===== src/rtl/osc_pkg.sv =====
// -----------------------------------------------------------------------------
// osc_pkg
// Shared types for the poly_wave_oscillator bank.
//   wave_mode_t : per-voice waveform selector (encoding matches cfg_mode_in)
//   osc_state_t : sweep sequencer state
//   voice_w()   : voice index width, never less than 1 bit
// -----------------------------------------------------------------------------
package osc_pkg;

  typedef enum logic [1:0] {
    WAVE_TRI    = 2'd0,
    WAVE_SAW    = 2'd1,
    WAVE_PULSE  = 2'd2,
    WAVE_SILENT = 2'd3
  } wave_mode_t;

  typedef enum logic {
    IDLE = 1'b0,
    RUN  = 1'b1
  } osc_state_t;

  function automatic int voice_w(input int n);
    return (n <= 1) ? 1 : $clog2(n);
  endfunction

endpackage


===== src/rtl/wave_shaper.sv =====
// -----------------------------------------------------------------------------
// wave_shaper
// Purely combinational phase-to-amplitude converter. With H = 2^(PHASE_W-1):
//   triangle : rising half 2p - H, falling half (H-1) - 2(p-H)
//   saw      : p - H (MSB inverted)
//   pulse    : H-1 while p < pw, else -H (pw = 0 gives constant -H)
//   silent   : 0
// Ports:
//   i_phase  [PHASE_W] current phase of the voice
//   i_mode   [2]       waveform selector
//   i_pw     [PHASE_W] pulse-width threshold
//   o_sample [PHASE_W] signed full-width sample
// -----------------------------------------------------------------------------
module wave_shaper
  import osc_pkg::*;
#(
  parameter int PHASE_W = 32
) (
  input  logic [PHASE_W-1:0]        i_phase,
  input  wave_mode_t                i_mode,
  input  logic [PHASE_W-1:0]        i_pw,
  output logic signed [PHASE_W-1:0] o_sample
);

  localparam logic [PHASE_W-1:0] HALF = {1'b1, {(PHASE_W-1){1'b0}}};

  // Doubled phase with the MSB dropped: the position within either
  // triangle half, scaled to the full range.
  logic [PHASE_W-1:0] w_dbl;
  assign w_dbl = {i_phase[PHASE_W-2:0], 1'b0};

  always_comb begin
    o_sample = '0;
    case (i_mode)
      WAVE_TRI:    o_sample = i_phase[PHASE_W-1] ? ((HALF - 1'b1) - w_dbl)
                                                 : (w_dbl - HALF);
      WAVE_SAW:    o_sample = {~i_phase[PHASE_W-1], i_phase[PHASE_W-2:0]};
      WAVE_PULSE:  o_sample = (i_phase < i_pw) ? (HALF - 1'b1) : HALF;
      WAVE_SILENT: o_sample = '0;
      default:     o_sample = '0;
    endcase
  end

endmodule


===== src/rtl/poly_wave_oscillator.sv =====
// -----------------------------------------------------------------------------
// poly_wave_oscillator
// Time-multiplexed bank of NUM_VOICES phase accumulators. A step_in tick
// starts a sweep that emits one tagged sample per voice on consecutive cycles
// (voice 0 first, the cycle after the tick).
//
// Build option: define POLY_OSC_WRAP_FLAG_EN to add amp_wrap_out, a flag that
// marks samples whose phase update carried out of PHASE_W bits.
//
// Ports:
//   clk_in, rst_in      clock, synchronous active-high reset
//   step_in             sample tick, ignored (and flagged) while busy
//   cfg_*_in            per-voice config write (incr, mode, pw, phase reset)
//   amp_out             signed sample, top OUT_W bits of the waveform
//   amp_voice_out       voice index of amp_out
//   amp_valid_out       amp_out/amp_voice_out valid
//   busy_out            sweep in progress
//   step_missed_out     one-cycle pulse for a step_in that arrived while busy
//   amp_wrap_out        (optional) phase carry for this sample
//
// Output stream: amp_valid_out is a pure one-cycle qualifier with no ready;
// the consumer must take every sample in the cycle it is valid.
// -----------------------------------------------------------------------------
module poly_wave_oscillator
  import osc_pkg::*;
#(
  parameter int NUM_VOICES = 8,
  parameter int PHASE_W    = 32,
  parameter int OUT_W      = 24,
  localparam int VOICE_W   = voice_w(NUM_VOICES)
) (
  input  logic               clk_in,
  input  logic               rst_in,
  input  logic               step_in,
  input  logic               cfg_we_in,
  input  logic [VOICE_W-1:0] cfg_voice_in,
  input  logic [PHASE_W-1:0] cfg_incr_in,
  input  logic [1:0]         cfg_mode_in,
  input  logic [PHASE_W-1:0] cfg_pw_in,
  input  logic               cfg_phase_rst_in,
  output logic [OUT_W-1:0]   amp_out,
  output logic [VOICE_W-1:0] amp_voice_out,
  output logic               amp_valid_out,
  output logic               busy_out,
  output logic               step_missed_out
`ifdef POLY_OSC_WRAP_FLAG_EN
  ,
  output logic               amp_wrap_out
`endif
);

  // Per-voice state
  logic [PHASE_W-1:0] r_phase [NUM_VOICES];
  logic [PHASE_W-1:0] r_incr  [NUM_VOICES];
  logic [PHASE_W-1:0] r_pw    [NUM_VOICES];
  wave_mode_t         r_mode  [NUM_VOICES];

  // Sequencer. RUN means a sample is on amp_out this cycle and r_voice is
  // its voice; the voice processed at the next edge is r_voice + 1.
  osc_state_t         r_state;
  logic [VOICE_W-1:0] r_voice;
  logic [OUT_W-1:0]   r_amp;
  logic               r_missed;

  logic               w_last;
  logic               w_proc;
  logic [VOICE_W-1:0] w_v;
  logic               w_cfg_ok;
  logic               w_rst_hit;
  logic [PHASE_W-1:0] w_next;
  logic signed [PHASE_W-1:0] w_sample;

  assign w_last = (r_voice == VOICE_W'(NUM_VOICES - 1));
  // Accepting a tick processes voice 0 at the same edge, so the first
  // sample is registered one cycle after step_in.
  assign w_proc = (r_state == IDLE) ? step_in : !w_last;
  assign w_v    = (r_state == IDLE) ? '0 : (r_voice + 1'b1);

  // Guards writes to non-existent voices when NUM_VOICES is not a power of 2.
  assign w_cfg_ok  = ({1'b0, cfg_voice_in} < (VOICE_W + 1)'(NUM_VOICES));
  assign w_rst_hit = cfg_we_in && w_cfg_ok && cfg_phase_rst_in && (cfg_voice_in == w_v);
  assign w_next    = r_phase[w_v] + r_incr[w_v];

  wave_shaper #(
    .PHASE_W (PHASE_W)
  ) u_wave_shaper (
    .i_phase  (r_phase[w_v]),
    .i_mode   (r_mode[w_v]),
    .i_pw     (r_pw[w_v]),
    .o_sample (w_sample)
  );

  generate
    if (OUT_W < PHASE_W) begin : g_trunc
      logic w_unused_lsb;
      assign w_unused_lsb = ^w_sample[PHASE_W-OUT_W-1:0];
    end
  endgenerate

`ifdef POLY_OSC_WRAP_FLAG_EN
  logic r_wrap;
  // Unsigned add overflowed exactly when the sum is below an operand.
  logic w_carry;
  assign w_carry = (w_next < r_phase[w_v]);
`endif

  // Sequencer and registered outputs
  always_ff @(posedge clk_in) begin
    if (rst_in) begin
      r_state  <= IDLE;
      r_voice  <= '0;
      r_amp    <= '0;
      r_missed <= 1'b0;
`ifdef POLY_OSC_WRAP_FLAG_EN
      r_wrap   <= 1'b0;
`endif
    end else begin
      r_missed <= (r_state == RUN) && step_in;
      if (w_proc) begin
        r_state <= RUN;
        r_voice <= w_v;
        r_amp   <= w_sample[PHASE_W-1 -: OUT_W];
`ifdef POLY_OSC_WRAP_FLAG_EN
        r_wrap  <= w_carry && !w_rst_hit;
`endif
      end else begin
        r_state <= IDLE;
      end
    end
  end

  // Phase accumulation and config storage. A phase reset written in the
  // same cycle is assigned last so it overrides the accumulation.
  always_ff @(posedge clk_in) begin
    if (rst_in) begin
      for (int i = 0; i < NUM_VOICES; i++) begin
        r_phase[i] <= '0;
        r_incr[i]  <= '0;
        r_pw[i]    <= '0;
        r_mode[i]  <= WAVE_SILENT;
      end
    end else begin
      if (w_proc) r_phase[w_v] <= w_next;
      if (cfg_we_in && w_cfg_ok) begin
        r_incr[cfg_voice_in] <= cfg_incr_in;
        r_pw[cfg_voice_in]   <= cfg_pw_in;
        r_mode[cfg_voice_in] <= wave_mode_t'(cfg_mode_in);
        if (cfg_phase_rst_in) r_phase[cfg_voice_in] <= '0;
      end
    end
  end

  assign amp_out         = r_amp;
  assign amp_voice_out   = r_voice;
  assign amp_valid_out   = (r_state == RUN);
  assign busy_out        = (r_state == RUN);
  assign step_missed_out = r_missed;
`ifdef POLY_OSC_WRAP_FLAG_EN
  assign amp_wrap_out    = r_wrap;
`endif

  // w_rst_hit only feeds the wrap flag; keep it referenced in the base build.
`ifndef POLY_OSC_WRAP_FLAG_EN
  logic w_unused_rst_hit;
  assign w_unused_rst_hit = w_rst_hit;
`endif

endmodule


===== config.mk =====
export PLATFORM = sky130hd
export DESIGN_NAME = poly_wave_oscillator
export DESIGN_NICKNAME = d
export VERILOG_FILES = /design/src/rtl/osc_pkg.sv /design/src/rtl/wave_shaper.sv /design/src/rtl/poly_wave_oscillator.sv
export SDC_FILE = /design/constraint.sdc
export NUM_CORES = 2
export LEC_CHECK = 0
export CAP_MARGIN = 30
export CORE_MARGIN = 1
export CORE_UTILIZATION = 65
export DETAILED_ROUTE_END_ITERATION = 6
export GPL_TIMING_DRIVEN = 1
export PLACE_DENSITY = 0.83
export SYNTH_ARGS = -nofsm -noshare
export SYNTH_HDL_FRONTEND = slang
export SYNTH_SLANG_ARGS = --single-unit

===== constraint.sdc =====
create_clock -name clk_in -period 10.4 [get_ports clk_in]
set_clock_uncertainty 0.05 [all_clocks]
set_input_delay 1.56 -clock clk_in [delete_from_list [all_inputs] [get_ports clk_in]]
set_output_delay 1.56 -clock clk_in [all_outputs]
set_load 0.02 [all_outputs]

* Word level (Yosys, flattened, before mapping)
Memories as Yosys holds them, arrays and structs flattened.
Cells that the tools add are included.
** Storage, ports and cells
- Word-level logic and storage cells :: 58
- RAM bits :: 784
- Input port bits :: 74
- Output and inout bits :: 30
- Flip-flop bits (word level) :: 29
- Memories kept :: 4
** Memories
- r_incr :: depth 8, width 32, read ports 1, clocked after Yosys merged registers in 0, wr ports 8, line poly_wave_oscillator.sv:54 : logic [PHASE_W-1:0] r_incr [NUM_VOICES];
- r_phase :: depth 8, width 32, read ports 1, clocked after Yosys merged registers in 0, wr ports 8, line poly_wave_oscillator.sv:53 : logic [PHASE_W-1:0] r_phase [NUM_VOICES];
- r_pw :: depth 8, width 32, read ports 1, clocked after Yosys merged registers in 0, wr ports 8, line poly_wave_oscillator.sv:55 : logic [PHASE_W-1:0] r_pw [NUM_VOICES];
- r_mode :: depth 8, width 2, read ports 1, clocked after Yosys merged registers in 0, wr ports 8, line poly_wave_oscillator.sv:56 : wave_mode_t r_mode [NUM_VOICES];
** Operators by class
- Mux-type cells :: 32
- Equal/unequal tests :: 4
- Bitwise logic cells :: 1
- $lt $le $gt $ge :: 1
- Reduce and logical (&&, ||, !) cells :: 8
- $add $sub $neg :: 4
** Operators with widths (count)
- 32-bit 2-to-1 mux :: 6
- 32-bit case mux with 4 select lines :: 1
- 32-bit OR reduction :: 4
- 32-bit adder :: 1
- 32-bit less-than comparator :: 1
- 31-bit by 32-bit subtractor with 32-bit output (first input constant) :: 1
- 32-bit subtractor (second input constant) :: 1
- 1-bit 2-to-1 mux :: 18
- 3-bit 2-to-1 mux :: 6
- 2-bit == test (second input constant) :: 2
- 3-bit by 1-bit adder with 3-bit output (second input constant) :: 1
- 3-bit == test (second input constant) :: 1
- 2-bit by 1-bit == test with 1-bit output (second input constant) :: 1
- 2-bit logical NOT :: 1
- 2-bit 2-to-1 mux :: 1
- 2-bit OR reduction :: 1
- 1-bit logical AND :: 1
- 1-bit logical NOT :: 1
- 1-bit inverter :: 1

* Depth between registers and ports, before layout
- Depth in word-level cells :: 8
- Depth in mapped cells :: 25
- Depth with buffers taken out :: 20

* Hierarchy
A second synthesis with hierarchy kept.
** Second synthesis, totals
- Cells, all modules :: 3619
- Area, all modules :: 38430.6 µm²
** Modules (own cells, without submodules)
- poly_wave_oscillator :: cells an instance 3358, times used 1, area an instance 36520.0 µm², seq. area each 21560.7 µm²
- wave_shaper :: cells an instance 261, times used 1, area an instance 1910.6 µm², seq. area each 0.0 µm²

* Worst setup path before layout
OpenSTA, ideal clock, no wires.
- Kind :: input-to-reg
- From :: input port rst_in
- To :: memory r_incr[3][0] (enable)
- Setup time :: 581 ps
- Buffers on the path :: 2
- Data required time :: 9769 ps
- Setup slack :: 2950 ps
- Stages on the path :: 5
- Data arrival time :: 6819 ps
- Path through :: clkbuf_1 inv_2 nand2_1 clkbuf_1 o21ai_0
** RTL lines
- from (decl) :: line poly_wave_oscillator.sv:33 : input logic rst_in,
- to (decl) :: line poly_wave_oscillator.sv:54

==> results.md <==
* Reg clk slew, reported paths at about 0.06 ns
* Fmax at around 0.14 GHz
* Fin cells at 4321
* Asr flop ratio synth at 0%
* Root buf cell: clkbuf_16
* Resize count post-CTS at 0
* Worst path cell trace: ha_1 -> buf_4 -> nand4b_1 -> buf_4 -> o22ai_1 -> nor2_1 -> o21ai_0 -> nor3_1 -> ha_1 -> a21o_1 -> a21o_1 -> a211oi_1 -> o21a_1 -> o211ai_1 -> a31oi_1 -> o21ai_0 -> xnor2_1 -> o32ai_1
* Failing checks: DRC
* CTS H-tree lvls at 3
* PwrDens at roughly 200 nW/um^2
* All-Layer GR Usage at 42.5%
* Clock tree buffer depth at 3
* Initial antenna violation count at 3
* Worst R2R End: r_phase[5][31]$_SDFFE_PP0P_
* Mapped Nets at ~3600
* Worst-Skew Late Latency at between 0.6 and 0.7 ns
* Slowest stage delay, CP at 0.89 ns
* First-pass GRT wire length at 181000 um
* Post-synth EDFFs at 528
* GR Overflow Total at 0
* TritonCTS Buffers at a little over 80
* Yosys warns at 0
* 1st-iter DRT viols at between 5000 and 6000
* Commonest cells after routing, fill and taps aside: 528 x edfxtp_1, 520 x and2_1, 283 x dfxtp_1, 254 x nor2_1, 238 x a21oi_1
* Peak supply drop at between 0.1 and 0.15 mV
* Most common cell after layout, fill and taps aside: edfxtp_1
* Met2 Resource Use GR at 64.9%
* Detailed Route WL at around 120000 um
* Fin util at around 74%
* # hold bufs at CTS at 0
* Period utilization at around 67%
* Final Hold Vio Count at 0
* RSZ-0062 raised after global routing: false
* Worst setup path end: r_phase[5][31]$_SDFFE_PP0P_
* GP Congestion at between 0.9 and 1
* Synth Register Bits at 813
* # DRC at 17
* Max Cap Viol at 0
* Min-delay worst type: flop to flop
* Final setup viols at 0
* Slew @ Worst Pin at roughly 1.2 ns
* Gr busiest metal: met2
* Row cnt at 87
* Largest net degree at the start of global routing at about 120
* Layout cells sized above 1 at under 10%
* Initial core utilization at ~66%
* Critical Path AT at around 7.4 ns
* Ports at 104
* Reg-to-reg startpoint: amp_voice_out[0]$_SDFFE_PP0N_
* Slowest library cell on the worst path: ha_1
* Crit-path max FO at 22
* Main synth FF type: edfxtp_1
* Total number of vias at 30312
* DP Worst Slack at about 3.6 ns
* Setup TNS after final layout at 0 ns
* Routed WL per cell at 28.7 um
* Layout area overhead at 12.4%
* Leak at between 15 and 20 nW
* Die Area at roughly 58000 um^2
* DR pass1 iterations at 7
* Worst Setup SP: amp_voice_out[0]$_SDFFE_PP0N_
* DP Wirelength at between 70000 and 80000 um
* Core Region at 56500 um^2
* Distinct cells, synth at 83
* Met1 GRT Util at a little under three fifths
* Final Net Count at around 3600
* Reg2Reg Depth at 18
* Die Ht at 241 um
* Syn Inst Count at approximately 3500
* Vias/cell at between 7 and 8
* GR Util met3 at 10.6%
* Mapped Avg Cell Area at about 11 um^2
* Number of global-route vias before repair at between 20000 and 30000
* IO Port Bufs at approximately 100
* Synthesized area at between 30000 and 40000 um^2
* Detail Route Antenna Nets at 0
* CTS tree: yes
* Final setup margin at 3.41 ns
* Power Total at 8.51 mW
* Relative slew slack at roughly 22%
* Data required, critical path at between 10 and 15 ns
* Crit Path Category: flop to flop
* Reg2reg setup slack at 3.41 ns
* Die width at 241 um
* Final critical-path required period at about 7 ns
* Critical Path End Type: flop
* Outcome: finished, violations left
* Seq/Total Area, Yosys at just under 60%
* Fin. max-slew vios at 0
* Startpoint types: flop
* CTS Sinks at around 810
* Post CTS Setup Buffer Count at 0
* Placed insts at 4157
==> registers in the layout (all words and copies together) (netlist names) <==
register         count
r_incr             256
step_missed_out      1
r_phase            256
amp_valid_out        1
r_pw               256
amp_out             24
r_mode              16
amp_voice_out        3
==> cell usage after synthesis (6+ instances only) <==
master	number	area, um^2
and2_1	525	3280
buf_1	32	120
nor2b_1	8	50.1
clkbuf_1	205	769
mux2i_1	27	270
mux2_2	19	214
a21o_1	27	203
nand4_1	7	43.8
nand2b_1	18	113
or2_2	6	37.5
xnor2_1	25	219
nand2_1	211	792
a211oi_2	20	250
o32ai_1	49	429
a31oi_1	42	263
xor2_1	25	219
inv_1	85	319
or3_1	8	50.1
o211ai_1	19	143
a22oi_1	85	638
o21a_1	14	105
o22a_1	13	114
a21oi_1	240	1200
ha_1	62	776
o21ai_0	67	335
nand3_1	198	991
a222oi_1	46	460
and3_1	46	288
o22ai_1	118	738
nor3_1	42	210
nor4_1	11	68.8
edfxtp_1	528	15900
buf_2	14	70.1
nand3b_1	7	52.6
nor2_1	260	976
a211oi_1	13	97.6
dfxtp_1	285	5710
==> cells by family after synthesis <==
kind of cell               share of synthesized area [%]
and+or+nand+nor                                     19.2
xor gates and xnor gates                            1.18
adders and majority gates                           2.14
muxes                                               1.30
buffers and inverters                               3.71
AOI/OAI and AO/OA                                   14.6
DFF                                                 57.9
==> per-stage QoR <==
step	hold slack, ns	instance area, um^2
after floorplan	0.393	37200
after global placement	0.400	38900
after detailed placement	0.408	39000
after CTS	0.417	41800
after global routing	0.440	41900
final	0.417	41900
==> power by group <==
group | internal, mW | leakage (nW) | total, mW | switching [mW]
Combinational | 0.529 | 6.62 | 1.74 | 1.21
Sequential | 3.65 | 7.39 | 3.74 | 0.0899
Clock | 1.74 | 1.37 | 3.03 | 1.30
Total | 5.92 | 15.4 | 8.51 | 2.59
==> layer usage <==
metal / wire (um) / part of all wire, % / up-vias
li1: - / - / 12716
met1: 44000 / 35 / 14526
met2: 55100 / 44 / 2515
met3: 17100 / 14 / 549
met4: 7730 / 6.2 / 6
met5: 40 / 0.032 / -
==> worst min-delay path by stage <==
stage,startpoint,end,slack [ns],cells after the start
5_1_grt,r_phase[3][20]$_SDFFE_PP0P_,r_phase[3][20]$_SDFFE_PP0P_,0.44,2
4_1_cts,r_phase[1][14]$_SDFFE_PP0P_,r_phase[1][14]$_SDFFE_PP0P_,0.42,2
3_3_place_gp,r_phase[6][4]$_SDFFE_PP0P_,r_phase[6][4]$_SDFFE_PP0P_,0.40,2
3_5_place_dp,r_phase[3][12]$_SDFFE_PP0P_,r_phase[3][12]$_SDFFE_PP0P_,0.41,2
2_1_floorplan,r_phase[1][9]$_SDFFE_PP0P_,r_phase[1][9]$_SDFFE_PP0P_,0.39,2
6_report,r_phase[4][29]$_SDFFE_PP0P_,r_phase[4][29]$_SDFFE_PP0P_,0.42,2
==> critical path: cells and delay by family, from the launching register on <==
kind / cells / cell delay (ns)
compound gates: 10 / 2.20
xor+xnor: 1 / 0.74
fa+ha+maj: 2 / 1.27
buf+inv: 2 / 0.88
flops: 1 / 0.47
simple gates: 3 / 1.15
==> final cells by class <==
| class | count | area, um^2 |
|---|---|---|
| Clock inverter | 54 | 548 |
| Inverter | 87 | 332 |
| Sequential cell | 813 | 21600 |
| Tap cell | 756 | 946 |
| Antenna cell | 4 | 10.0 |
| Clock buffer | 102 | 2220 |
| Timing Repair Buffer | 178 | 1690 |
| Fill cell | 3709 | 14600 |
| Multi-Input combinational cell | 2327 | 14600 |
(Power assumes the default switching activity.)
